File: config.mk
export PLATFORM = sky130hd
export DESIGN_NAME = fetch_ctrl_flat
export DESIGN_NICKNAME = d
export VERILOG_FILES = /design/src/rtl/fetch_ctrl_if.sv /design/src/rtl/fetch_ctrl.sv /design/src/flat_wrapper.sv
export SDC_FILE = /design/constraint.sdc
export NUM_CORES = 1
export LEC_CHECK = 0
export CAP_MARGIN = 15
export CELL_PAD_IN_SITES_DETAIL_PLACEMENT = 0
export CELL_PAD_IN_SITES_GLOBAL_PLACEMENT = 1
export CORE_MARGIN = 1
export CORE_UTILIZATION = 26
export CTS_BUF_LIST = sky130_fd_sc_hd__clkbuf_16
export DETAILED_ROUTE_END_ITERATION = 8
export MAX_ROUTING_LAYER = met4
export PLACE_DENSITY_LB_ADDON = 0.1
export SYNTH_ARGS = -nofsm -noshare
export SYNTH_HDL_FRONTEND = slang
export SYNTH_SLANG_ARGS = --single-unit
File: constraint.sdc
create_clock -name clock -period 2.91 [get_ports clock]
set_clock_uncertainty 0.05 [all_clocks]
set_input_delay 0.582 -clock clock [delete_from_list [all_inputs] [get_ports clock]]
set_output_delay 0.582 -clock clock [all_outputs]
set_load 0.1 [all_outputs]
File: src/rtl/fetch_ctrl_if.sv
// Bus between the fetch sequencer, the PC register, instruction memory
// and the datapath.
interface fetch_ctrl_if;
    logic [31:0] PC;
    logic [31:0] nextPC;
    logic        imem_req;
    logic [31:0] imem_addr;
    logic        imem_ready;
    logic [31:0] imem_rdata;
    logic [31:0] instr;
    logic        instr_valid;
    logic        instr_ack;
    logic        branch_taken;
    logic [31:0] branch_target;
    logic        jump;
    logic [31:0] jump_target;
    logic        fetch_err;
    logic [1:0]  err_code;

    modport master (
        input  PC, imem_ready, imem_rdata, instr_ack,
        input  branch_taken, branch_target, jump, jump_target,
        output nextPC, imem_req, imem_addr, instr, instr_valid,
        output fetch_err, err_code
    );

    modport slave (
        output PC, imem_ready, imem_rdata, instr_ack,
        output branch_taken, branch_target, jump, jump_target,
        input  nextPC, imem_req, imem_addr, instr, instr_valid,
        input  fetch_err, err_code
    );
endinterface

File: src/rtl/fetch_ctrl.sv
// Fetch sequencer: issues one handshaked imem read per PC, holds the word
// until the datapath retires it, traps misaligned PCs and memory timeouts.
module fetch_ctrl #(
    parameter int TIMEOUT = 16,
    parameter int CNT_W   = 5
) (
    input  logic         clock,
    input  logic         reset,
    fetch_ctrl_if.master bus
);
    typedef enum logic [1:0] {
        REQ  = 2'd0,
        HOLD = 2'd1,
        ERR  = 2'd2
    } state_t;

    state_t      state_q;
    logic [CNT_W-1:0] cnt_q;
    logic [31:0] instr_q;
    logic        valid_q;
    logic        err_q;
    logic [1:0]  code_q;
    logic        misaligned;

    assign misaligned = |bus.PC[1:0];

    // A misaligned PC never reaches memory.
    assign bus.imem_req    = (state_q == REQ) && !misaligned;
    assign bus.imem_addr   = bus.PC;
    assign bus.instr       = instr_q;
    assign bus.instr_valid = valid_q;
    assign bus.fetch_err   = err_q;
    assign bus.err_code    = code_q;

    always_comb begin
        bus.nextPC = bus.PC;
        if (state_q == HOLD && bus.instr_ack) begin
            if (bus.jump)
                bus.nextPC = bus.jump_target;
            else if (bus.branch_taken)
                bus.nextPC = bus.branch_target;
            else
                bus.nextPC = bus.PC + 32'd4;
        end
    end

    always_ff @(posedge clock or posedge reset) begin
        if (reset) begin
            state_q <= REQ;
            cnt_q   <= '0;
            instr_q <= '0;
            valid_q <= 1'b0;
            err_q   <= 1'b0;
            code_q  <= 2'b00;
        end else begin
            unique case (state_q)
                REQ: begin
                    if (misaligned) begin
                        state_q <= ERR;
                        err_q   <= 1'b1;
                        code_q  <= 2'b01;
                    end else if (bus.imem_ready) begin
                        state_q <= HOLD;
                        instr_q <= bus.imem_rdata;
                        valid_q <= 1'b1;
                        cnt_q   <= '0;
                    end else if (cnt_q == CNT_W'(TIMEOUT - 1)) begin
                        state_q <= ERR;
                        err_q   <= 1'b1;
                        code_q  <= 2'b10;
                    end else begin
                        cnt_q <= cnt_q + CNT_W'(1);
                    end
                end
                HOLD: begin
                    if (bus.instr_ack) begin
                        state_q <= REQ;
                        valid_q <= 1'b0;
                    end
                end
                ERR: begin
                    state_q <= ERR;
                end
                default: begin
                    state_q <= ERR;
                end
            endcase
        end
    end
endmodule

File: src/flat_wrapper.sv
// flat-port wrapper written by rule: the top's interface ports become plain ports
module fetch_ctrl_flat 
#(
    parameter int TIMEOUT = 16,
    parameter int CNT_W   = 5
)
  (clock, reset, bus_PC, bus_imem_ready, bus_imem_rdata, bus_instr_ack, bus_branch_taken, bus_branch_target, bus_jump, bus_jump_target, bus_nextPC, bus_imem_req, bus_imem_addr, bus_instr, bus_instr_valid, bus_fetch_err, bus_err_code);
  fetch_ctrl_if bus_i ();
  input  logic clock;
  input  logic reset;
  input wire logic [$bits(bus_i.PC)-1:0] bus_PC;
  input wire logic [$bits(bus_i.imem_ready)-1:0] bus_imem_ready;
  input wire logic [$bits(bus_i.imem_rdata)-1:0] bus_imem_rdata;
  input wire logic [$bits(bus_i.instr_ack)-1:0] bus_instr_ack;
  input wire logic [$bits(bus_i.branch_taken)-1:0] bus_branch_taken;
  input wire logic [$bits(bus_i.branch_target)-1:0] bus_branch_target;
  input wire logic [$bits(bus_i.jump)-1:0] bus_jump;
  input wire logic [$bits(bus_i.jump_target)-1:0] bus_jump_target;
  output wire logic [$bits(bus_i.nextPC)-1:0] bus_nextPC;
  output wire logic [$bits(bus_i.imem_req)-1:0] bus_imem_req;
  output wire logic [$bits(bus_i.imem_addr)-1:0] bus_imem_addr;
  output wire logic [$bits(bus_i.instr)-1:0] bus_instr;
  output wire logic [$bits(bus_i.instr_valid)-1:0] bus_instr_valid;
  output wire logic [$bits(bus_i.fetch_err)-1:0] bus_fetch_err;
  output wire logic [$bits(bus_i.err_code)-1:0] bus_err_code;
  assign bus_i.PC = bus_PC;
  assign bus_i.imem_ready = bus_imem_ready;
  assign bus_i.imem_rdata = bus_imem_rdata;
  assign bus_i.instr_ack = bus_instr_ack;
  assign bus_i.branch_taken = bus_branch_taken;
  assign bus_i.branch_target = bus_branch_target;
  assign bus_i.jump = bus_jump;
  assign bus_i.jump_target = bus_jump_target;
  assign bus_nextPC = bus_i.nextPC;
  assign bus_imem_req = bus_i.imem_req;
  assign bus_imem_addr = bus_i.imem_addr;
  assign bus_instr = bus_i.instr;
  assign bus_instr_valid = bus_i.instr_valid;
  assign bus_fetch_err = bus_i.fetch_err;
  assign bus_err_code = bus_i.err_code;
  fetch_ctrl #(.TIMEOUT(TIMEOUT), .CNT_W(CNT_W)) u_core (.clock(clock), .reset(reset), .bus(bus_i));
endmodule
# == Word-level counts from Yosys, hierarchy flattened ==
# Cells that the tools add are included.
# word_totals
mem_count,0
input_bits,134
register_bits,43
ramBits,0
rom_bits,0
latchBits,0
# op_classes
mul,0
shifts,0
n_eq_ne,8
magnitude_cmp,0
n_bitwise,1
n_addsub,2
muxes,19
reduce_logical,12
div_mod_pow,0
# op_table
op,count
$mux 32,3
$add 32x3->32 const B,1
$mux 2,6
$mux 5,2
$reduce_and 3->1,3
$ne 2x2->1 const B,4
$mux 1,6
$add 5x1->5 const B,1
$eq 5x4->1 const B,1
$ne 4x3->1 const B,1
$pmux 2 s2,1
$reduce_and 4->1,1
$reduce_bool 2->1,2
$eq 2x1->1 const B,1
$logic_and 1x1->1,2
$logic_not 2->1,1
$ne 2x1->1 const B,1
$pmux 1 s2,1
$reduce_and 2->1,1
$reduce_or 2->1,1
$logic_not 1->1,1
$not 1->1,1

# == Logic depth before layout (Yosys ltp) ==
# depth
depth_word,5
mapped_depth,7
ltp_nobuf,7

# == Worst setup path after synthesis ==
# Ideal clock, no wire load.
# synth_path
path_kind,input -> output
startpoint,in bus_PC[2]
endpoint,out bus_nextPC[26]
n_path_buf,0
t_arrival_ps,4408
slack_ps,-2130
cell_stages,5
t_required_ps,2278
path_cell_list,ha_1 -> and3_2 -> nand2_1 -> o31a_2 -> nor4_1
# synth_between
elab_chain_len,4
# synth_lines
element,line,source
"start, declared",flat_wrapper.sv:11,input wire logic [$bits(bus_i.PC)-1:0] bus_PC;
$add 32x3->32,fetch_ctrl.sv:43,bus.nextPC = bus.PC + 32'd4;
$mux 32,fetch_ctrl.sv:40,else if (bus.branch_taken)
$mux 32,fetch_ctrl.sv:38,if (bus.jump)
$mux 32,fetch_ctrl.sv:37,if (state_q == HOLD && bus.instr_ack) begin
"end, declared",flat_wrapper.sv:19,output wire logic [$bits(bus_i.nextPC)-1:0] bus_nextPC;
# Every way passes these cells.

# == Final worst setup path ==
# layout_path
startpoint,in bus_PC[20]
endpoint,out bus_nextPC[28]
# The elaborated chain is that of the path after synthesis.

==> metrics.txt <==
Reg clk slew, reported paths=~0.07 ns; Die ar.=~15,000 µm²; met3 WL post-DR=between 1 and 1.5 mm; Sw Pwr=between 1 and 1.5 mW; Final Max Tran Viols=0; Max-slew headroom=63.41%; CORE AREA=14,150 µm²; share of the synthesized area in the top cell type=28.10%; data required time of the worst path=about 2.3 ns; Fillers=roughly 1,300; post-route ant nets=0; Die H=around 120 µm; Final nets=875; # clock sinks=43; # Max-Cap Violations=0; Logic pwr share=a little over half; Synth Instances=approximately 450; startpoint types=input pin; flop-to-flop setup slack=around 0.82 ns; post-synthesis sequential area ratio=28.10%; endpoints failing hold=0; worst setup margin=0.03238 ns; clock latency at the later pin of the worst-skew pair=around 0.29 ns; Worst Hold End=u_core.bus.fetch_err; critical path capture point type=output port; crit path kind=input pin to output port; post-synthesis net count=approximately 600; register share of total power=around 25%; FF-to-FF Start=u_core.cnt_q[0]; Sw Ratio=between 40% and 50%; Routed WL=16.26 mm; met2 routed WL=around 8 mm; CTS root buf=clkbuf_16; Post-synth ARST share=100.0%; pin slew with the least headroom to its limit=around 0.55 ns; number of global-route vias before repair=between 4,000 and 5,000; Final Util=~55%; static leakage=about 3.5 nW; WL/cell=17.69 µm; final instance area=~7800 µm²; Setup Total Neg Slack=0 ns; Placed Area=7625 µm²; most frequent cells in the layout=buf_4 (143), clkdlybuf4s50_1 (102), buf_12 (67), dfrtp_1 (43), mux2_2 (35); PwrDens=roughly 330 nW/µm²; maximum clock path buffer count=2; Clk pwr share=approximately 22%; crit path max fanout=4; TritonCTS clock tree=yes; Die Width=between 100 and 150 µm; Cell Count, Final, Fillers Out=around 920; hold_buf cts=0; Setup WS pre-CTS=-0.3422 ns; first-pass GRT wire length=24.98 mm; largest net degree at the start of global routing=44; Synth area leader=dfrtp_1; status=finished clean; Vias=between 4,000 and 5,000; number of synthesized flops with an enable pin=0; initial core utilization=a little over a quarter; worst reg2reg endpoint=u_core.cnt_q[3]; hold crit path type=flop to flop; hold path start=u_core.bus.fetch_err; Tot GR Track Use=21.72%; Top Layer Used=met4; DP HPWL=13.30 mm; initial DRC count=roughly 190; placed insts=approximately 910; area grow syn2layout=104.1%; drt drc=0; R2R depth=7; Crit path arrival time=between 2 and 2.5 ns; First-pass DRT Iterations=7; FP Rows=43; ys flop type=dfrtp_1; Yosys warning count=0; internal power=1.465 mW; #FFs+latches synth=43; fmax=approximately 0.35 GHz; antenna cells=0; DRT met1 WL=about 7.0 mm; layout cells sized above 1=44.25%; Final setup viols=0; Max VDD drop=about 0.24 mV; Mapped Avg Cell Area=around 8.6 µm²; largest cells by area after synthesis=dfrtp_1 (28%), mux2_2 (10%), buf_4 (6.9%); Final GP Congestion=0.8719; post-synth cell types=70; grt total ovfl=0; H-tree depth=2; commonest non-fill, non-tap cell in the layout=buf_4; RSZ-0062 raised after global routing=true; Synth Cell Area=between 3000 and 4000 µm²; Top Ports=about 240; # port buffers=~230; final worst path period need=roughly 2.9 ns; fin crit share=98.89%; Vias/cell=just over 5; WHS Path Cells=1; cts bufs inserted=5; antenna violations before repair=0
==> worst max-delay path: stages <==
cell,delay [ns]
clkdlybuf4s15_1,0.28
and3_4,0.26
nand4_4,0.13
or4_1,0.52
o211a_1,0.28
buf_12,0.18
==> synthesized netlist by cell type, types with 3 or more instances <==
cell	instances
o211ai_1	3
dfrtp_1	43
buf_4	35
a21boi_0	3
nor2b_1	5
o22ai_1	4
a31oi_1	6
nor3_1	14
nand4_1	11
o21a_1	5
o31ai_1	3
o21ai_0	30
and4_1	4
o41ai_1	5
nand3_1	14
a22o_1	8
a41o_1	3
nand2b_1	7
xnor2_1	3
ha_1	3
and3_1	10
mux2i_1	3
clkbuf_1	10
nand2_1	35
buf_1	4
a21oi_1	26
inv_1	6
a22oi_1	6
buf_6	5
buf_2	8
or4_1	7
nor4_1	10
mux2_2	35
nor2_1	25
==> per-layer routing <==
layer  vias to the layer above  GRT usage [%]
met2                       174          35.54
met1                      2239          28.41
met3                         9          4.336
met4                         0          2.485
met5                         -              -
li1                       2257              -
==> power groups by stage <==
stage	logic (mW)	registers, mW	clock network [mW]
2_1_floorplan	0.613	0.816	0
3_3_place_gp	1.35	0.646	0
3_5_place_dp	1.36	0.646	0
4_1_cts	1.36	0.636	0.583
5_1_grt	1.41	0.638	0.614
6_report	1.35	0.635	0.571
==> cell families after synthesis <==
group           Yosys count  synth area share (%)
simple gates            163                 24.57
compound gates          129                 23.26
xor+xnor                  3                0.6862
fa+ha+maj                 3                0.9802
mux                      38                 11.07
flops                    43                 28.10
buf+inv                  68                 11.34
==> flip-flops by register name, summed over array words and instances (netlist names) <==
name,flops
u_core.bus.instr_valid,1
u_core.cnt_q,5
u_core.state_q,2
u_core.bus.instr,32
u_core.bus.fetch_err,1
u_core.bus.err_code,2
==> worst max path at each step <==
stage               startpoint        endpoint  depth (start not counted)
finish              bus_PC[20]  bus_nextPC[28]                          6
global route        bus_PC[12]  bus_nextPC[30]                          7
CTS                 bus_PC[22]  bus_nextPC[28]                          6
detailed placement   bus_PC[2]  bus_nextPC[25]                          6
global placement    bus_PC[13]  bus_nextPC[19]                          7
floorplan             bus_jump  bus_nextPC[24]                          5
==> metrics by stage <==
stage	total power [mW]	hold WS [ns]
after CTS	2.575	0.4273
after global placement	1.996	0.4056
after global routing	2.657	0.4397
final	2.557	0.4190
after detailed placement	2.003	0.4112
after floorplan	1.429	0.3998
==> area by class of cell <==
| cell class | count | area (µm²) | area share (%) |
|---|---|---|---|
| Timing Repair Buffer | 346 | 3705 | 47.41 |
| Multi-Input combinational cell | 336 | 2636 | 33.73 |
| Sequential cell | 43 | 1076 | 13.77 |
| Tap cell | 180 | 225.2 | 2.882 |
| Clock buffer | 5 | 125.1 | 1.601 |
| Clock inverter | 3 | 25.02 | 0.3202 |
| Inverter | 6 | 22.52 | 0.2882 |
==> timing repair <==
action / in CTS / in global routing
gates resized for setup: 62 / 22
setup buffers: 2 / 0
pin swaps: 4 / 4
endpoints found under the setup margin: 25 / 18
No activity file was read; power rests on OpenSTA's default activity.
==> edit 1, RTL diff (same settings) <==
`CNT_W` is set to 5 in 2 places; all go to 7.
--- a/src/rtl/fetch_ctrl.sv
+++ b/src/rtl/fetch_ctrl.sv
@@ -3,5 +3,5 @@
 module fetch_ctrl #(
     parameter int TIMEOUT = 16,
-    parameter int CNT_W   = 5
+    parameter int CNT_W   = 7
 ) (
     input  logic         clock,
--- a/src/flat_wrapper.sv
+++ b/src/flat_wrapper.sv
@@ -3,5 +3,5 @@
 #(
     parameter int TIMEOUT = 16,
-    parameter int CNT_W   = 5
+    parameter int CNT_W   = 7
 )
   (clock, reset, bus_PC, bus_imem_ready, bus_imem_rdata, bus_instr_ack, bus_branch_taken, bus_branch_target, bus_jump, bus_jump_target, bus_nextPC, bus_imem_req, bus_imem_addr, bus_instr, bus_instr_valid, bus_fetch_err, bus_err_code);
Function: no difference found for any inputs over 10 cycles, from zero or initial values and one cycle with reset high; that may be too few to reach the edited logic, so the function may still have changed.
==> edit 1 against the original RTL <==
Routed wire length fell by 7.1%. First-iteration DRC count rose by 1.6%. Critical path depth rose by 2. Design area fell by 1.7%. Worst setup slack got worse by 0.0039 ns. Maximum frequency fell by 0.13%. Synthesized area fell by 4.9%. Power fell by 10%. Sequential cell count rose by 2.
==> edit 1: results (changes against the original RTL) <==
Parameter                              Value

Placed design
  Post-DP HPWL    11.76 mm (was 13.30 mm)
  Routability cong.    0.8376 (was 0.8719)
  Area of placed instances    7291 um2 (was 7625 um2)

Power and ir drop
  Leakage component of the power    0.003476 uW (was 0.003456 uW)
  IR drop worst, VDD    0.4313 mV (was 0.2403 mV)
  Switching Fraction    35.81% (was 42.68%)

Yosys
  Nets in the synthesized netlist    570 (was 584)
  Cell types occupying the most area after synthesis    sky130_fd_sc_hd__dfrtp_1 (31%), sky130_fd_sc_hd__mux2_2 (10%), sky130_fd_sc_hd__buf_4 (6.6%) (was sky130_fd_sc_hd__dfrtp_1 (28%), sky130_fd_sc_hd__mux2_2 (10%), sky130_fd_sc_hd__buf_4 (6.9%))
  Count of cell types in the netlist    61 (was 70)
  Part of the Yosys area used for sequential elements    30.91% (was 28.10%)
  Top cells by instance count after synthesis    sky130_fd_sc_hd__dfrtp_1 (45), sky130_fd_sc_hd__nand2_1 (37), sky130_fd_sc_hd__mux2_2 (33) (was sky130_fd_sc_hd__dfrtp_1 (43), sky130_fd_sc_hd__buf_4 (35), sky130_fd_sc_hd__mux2_2 (35), sky130_fd_sc_hd__nand2_1 (35), sky130_fd_sc_hd__o21ai_0 (30))

STA
  Worst slew slack as a fraction of its limit    51.94% (was 63.41%)

Route
  DR iter-0 viols    194 (was 191)
  Wire length on met2    7.773 mm (was 7.952 mm)
  WL met1    6.155 mm (was 7.019 mm)
  Number of detailed-route iterations in the first pass    5 (was 7)
  Routed WL per cell    16.91 um (was 17.69 um)
  Sum of met3 wire segment lengths after detailed routing    985 um (was 1.182 mm)
  Vias post-DR    4472 (was 4679)

Final layout
  Proportion of layout cells with a drive suffix above 1    42.72% (was 44.25%)
  Layout net count    849 (was 875)
  Area Overhead vs Synth    110.8% (was 104.1%)

Status
  Outcome    finished clean (unchanged)

Worst setup path
  Slowest library cell on the worst path    sky130_fd_sc_hd__or3b_4 (was sky130_fd_sc_hd__or4_1)
  Delay of the slowest critical-path stage    0.42 ns (was 0.52 ns)

Global routing
  Antenna violations before repair    2 (was 0)
  Largest net degree at the start of global routing    41 (was 44)
  Number of global-route vias before repair    4670 (was 4584)
  Global-route wire length before repair    23.84 mm (was 24.98 mm)
  GRT Resource Usage Total    21.13% (was 21.72%)
[edit 1: cell types whose count changed in the layout (fill, tap and decap cells not counted), sizes merged, moves of 6 or more]
cell / before / now
xnor2: 3 / 10
buf: 217 / 201
or4: 7 / 0
dlygate4sd2: 14 / 7
nor2: 25 / 31
a22o: 8 / 0
nor4: 11 / 4
[edit 1: cell type report]
class / instances / area, um2
flip-flops and latches: 45 / 1126
diodes: 3 / 7.507
clock buffers: 5 / 125.1
fillers: 1207 / 5773
clock inverters: 3 / 37.54
well taps: 176 / 220.2
inverters: 10 / 38.79
multi-input cells: 322 / 2460
repair buffers: 329 / 3665
[edit 1: metrics by stage]
| step | setup WS (ns) | total power [uW] | cells |
|---|---|---|---|
| global placement | -0.4687 | 1668 | 872 |
| CTS | 0.007200 | 2308 | 886 |
| global route | -0.01718 | 2378 | 892 |
| finish | 0.02851 | 2298 | 893 |
| floorplan | -0.5172 | 1174 | 434 |
| detailed placement | -0.4917 | 1674 | 872 |
[edit 1: cells by family after synthesis]
kind of cell | count (synthesis) | share of synthesized area, %
buffers and inverters | 67 | 10.61
AND/OR/NAND/NOR | 138 | 19.37
multiplexers | 38 | 11.57
flip-flops | 45 | 30.91
AO/OA/AOI/OAI | 130 | 23.49
adder cells (fa/ha/maj) | 2 | 0.6867
XOR/XNOR | 14 | 3.365
[edit 1: worst paths after layout]
kind / slack, ns / end / depth (start not counted) / start
worst min-delay path: 0.43 / u_core.bus.fetch_err / 1 / u_core.bus.fetch_err
worst min register to register: 0.43 / u_core.bus.fetch_err / 1 / u_core.bus.fetch_err
worst max-delay path: 0.03 / bus_nextPC[28] / 8 / bus_PC[16]
min in group asynchronous: 0.66 / u_core.bus.instr[2] / 2 / reset
worst max register to register: 0.90 / u_core.cnt_q[5] / 6 / u_core.cnt_q[0]
max in group asynchronous: 1.54 / u_core.cnt_q[4] / 3 / reset
[edit 1: power by group through the flow]
| stage | logic, uW | registers (uW) | clock network [uW] |
|---|---|---|---|
| 3_5_place_dp | 1040 | 637 | 0 |
| 5_1_grt | 1090 | 625 | 667 |
| 4_1_cts | 1040 | 626 | 642 |
| 3_3_place_gp | 1030 | 637 | 0 |
| 6_report | 1040 | 626 | 632 |
| 2_1_floorplan | 537 | 637 | 0 |
[edit 1: metal layers]
metal / GRT usage, % / vias up
li1: - / 2155
met1: 24.41 / 2129
met2: 37.68 / 171
met3: 3.726 / 17
met4: 5.401 / 0
met5: - / -
[edit 1: repair_timing]
action | 4_1_cts | 5_1_grt
pin swaps | 20 | 17
endpoints found under the setup margin | 26 | 19
resized for setup | 72 | 27
buffers inserted | 6 | 4
cloned | 1 | 1
==> edit 2, RTL diff (same flow settings) <==
Without the edit above. Re-encode `state_t` (3 states) as one-hot, 3 bits wide.
--- a/src/rtl/fetch_ctrl.sv
+++ b/src/rtl/fetch_ctrl.sv
@@ -9,8 +9,8 @@
     fetch_ctrl_if.master bus
 );
-    typedef enum logic [1:0] {
-        REQ  = 2'd0,
-        HOLD = 2'd1,
-        ERR  = 2'd2
+    typedef enum logic [2:0] {
+        REQ  = 3'b001,
+        HOLD = 3'b010,
+        ERR  = 3'b100
     } state_t;
 
Formal check against the unedited RTL: same outputs for any inputs over 10 cycles, from zero or initial values and one cycle with reset high; not proved beyond that.
==> edit 2 against the original RTL <==
Register-to-register slack got worse by 0.19 ns. Worst setup slack improved by 0.015 ns. Routed wire length fell by 7.4%. Synthesized area fell by 1.7%. Power fell by 3.8%. Utilization rose by 1.2 points. Count of clock-buffer cells in the layout did not move. Final cell count fell by 2.1%. Synthesized cell count fell by 2.2%. Global-route usage fell by 1.7 points. Design area rose by 0.96%. First-iteration DRC count rose by 16%. Sequential cell count rose by 1. Critical path type unchanged. Critical endpoint is now bus_nextPC[27]. Largest power group unchanged.
==> edit 2: results (changes against the original RTL) <==
Parameter                              Value

Final layout
  Number of cells in the finished layout apart from fillers    900 (was 919)
  FILL cells    1256 (was 1296)
  Layout net count    857 (was 875)
  Count of inserted antenna diode cells    0 (unchanged)
  Proportion of layout cells with a drive suffix above 1    44.72% (was 44.25%)

Placed design
  Routability cong.    0.8901 (was 0.8719)
  Worst setup slack after placement    -0.4309 ns (was -0.3422 ns)
  Post-DP HPWL    12.39 mm (was 13.30 mm)
  Placed Cells    883 (was 909)

Yosys
  Nets in the synthesized netlist    574 (was 584)
  Top cells by instance count after synthesis    sky130_fd_sc_hd__dfrtp_1 (43), sky130_fd_sc_hd__o21ai_0 (37), sky130_fd_sc_hd__buf_4 (32) (was sky130_fd_sc_hd__dfrtp_1 (43), sky130_fd_sc_hd__buf_4 (35), sky130_fd_sc_hd__mux2_2 (35), sky130_fd_sc_hd__nand2_1 (35), sky130_fd_sc_hd__o21ai_0 (30))
  Post-Syn Instances    437 (was 447)
  Post-synthesis mux area share    15.06% (was 11.07%)
  Part of the Yosys area used for sequential elements    29.29% (was 28.10%)
  Post-Synth XOR/XNOR Area    2.793% (was 0.6861%)
  Area fraction in compound gates after synthesis    19.95% (was 23.26%)

Worst setup path
  Slowest library cell on the worst path    sky130_fd_sc_hd__a222oi_1 (was sky130_fd_sc_hd__or4_1)
  Critical register-to-register path startpoint    u_core.state_q[0] (was u_core.cnt_q[0])
  Delay of the slowest critical-path stage    0.38 ns (was 0.52 ns)
  Capturing instance or port of the critical path    bus_nextPC[27] (was bus_nextPC[28])
  FF-to-FF setup slack    0.63 ns (was 0.82 ns)
  Worst flop-to-flop path endpoint    u_core.bus.instr[12] (was u_core.cnt_q[3])
  Length in cells of the worst reg-to-reg path    5 (was 7)
  Worst EP arrival    2.23 ns (was 2.25 ns)
  Maximum fanout count along the critical path    9 (was 4)

Clocking
  Number of cells upsized or downsized after cts    63 (was 62)
  Buffers from clock root to sink, at most    2 (unchanged)
  Post-CTS setup-driven buffer insertion count    6 (was 2)

Route
  Routed WL per cell    16.72 um (was 17.69 um)
  Vias post-DR    4437 (was 4679)
  Number of detailed-route iterations in the first pass    5 (was 7)
  DR iter-0 viols    222 (was 191)

Global routing
  Met1 routing resource usage after global routing    23.11% (was 28.41%)
  GRT Resource Usage Total    20.05% (was 21.72%)
  Global-route wire length before repair    22.94 mm (was 24.98 mm)
  Met2 demand-to-capacity share in global routing    34.48% (was 35.54%)
  Global routing met3 resource utilization    5.669% (was 4.336%)
  Largest net degree at the start of global routing    35 (was 44)

Power and ir drop
  Leakage component of the power    0.003615 uW (was 0.003456 uW)
  Switching Fraction    40.95% (was 42.68%)
  Power after layout    2460 uW (was 2557 uW)
  IR drop worst, VDD    0.2507 mV (was 0.2403 mV)

STA
  Transition time of the tightest slew-check pin    0.6106 ns (was 0.5489 ns)
  Post-route setup slack    0.04719 ns (was 0.03238 ns)
  Worst hold slack    0.4463 ns (was 0.4190 ns)

Status
  Outcome    finished clean (unchanged)
==> edit 2: cells by family after synthesis <==
| family | count (synthesis) |
|---|---|
| AO/OA/AOI/OAI | 118 |
| XOR/XNOR | 12 |
| adder cells (fa/ha/maj) | 3 |
| buffers and inverters | 79 |
| flip-flops | 44 |
| multiplexers | 42 |
| AND/OR/NAND/NOR | 139 |
==> edit 2: metal layers <==
| layer | wire length (um) | share of wire (%) |
|---|---|---|
| met1 | 6085 | 40 |
| met4 | 209 | 1.4 |
| met3 | 1298 | 8.6 |
| met2 | 7457 | 50 |
| met5 | 0 | 0 |
==> edit 2: area by class of cell <==
type / instances / area, um2 / share of cell area (%)
Tap cell: 180 / 225.2 / 2.854
Timing Repair Buffer: 336 / 3651 / 46.27
Multi-Input combinational cell: 314 / 2701 / 34.24
Inverter: 19 / 72.57 / 0.9198
Clock buffer: 5 / 125.1 / 1.586
Sequential cell: 44 / 1102 / 13.97
Clock inverter: 2 / 12.51 / 0.1586
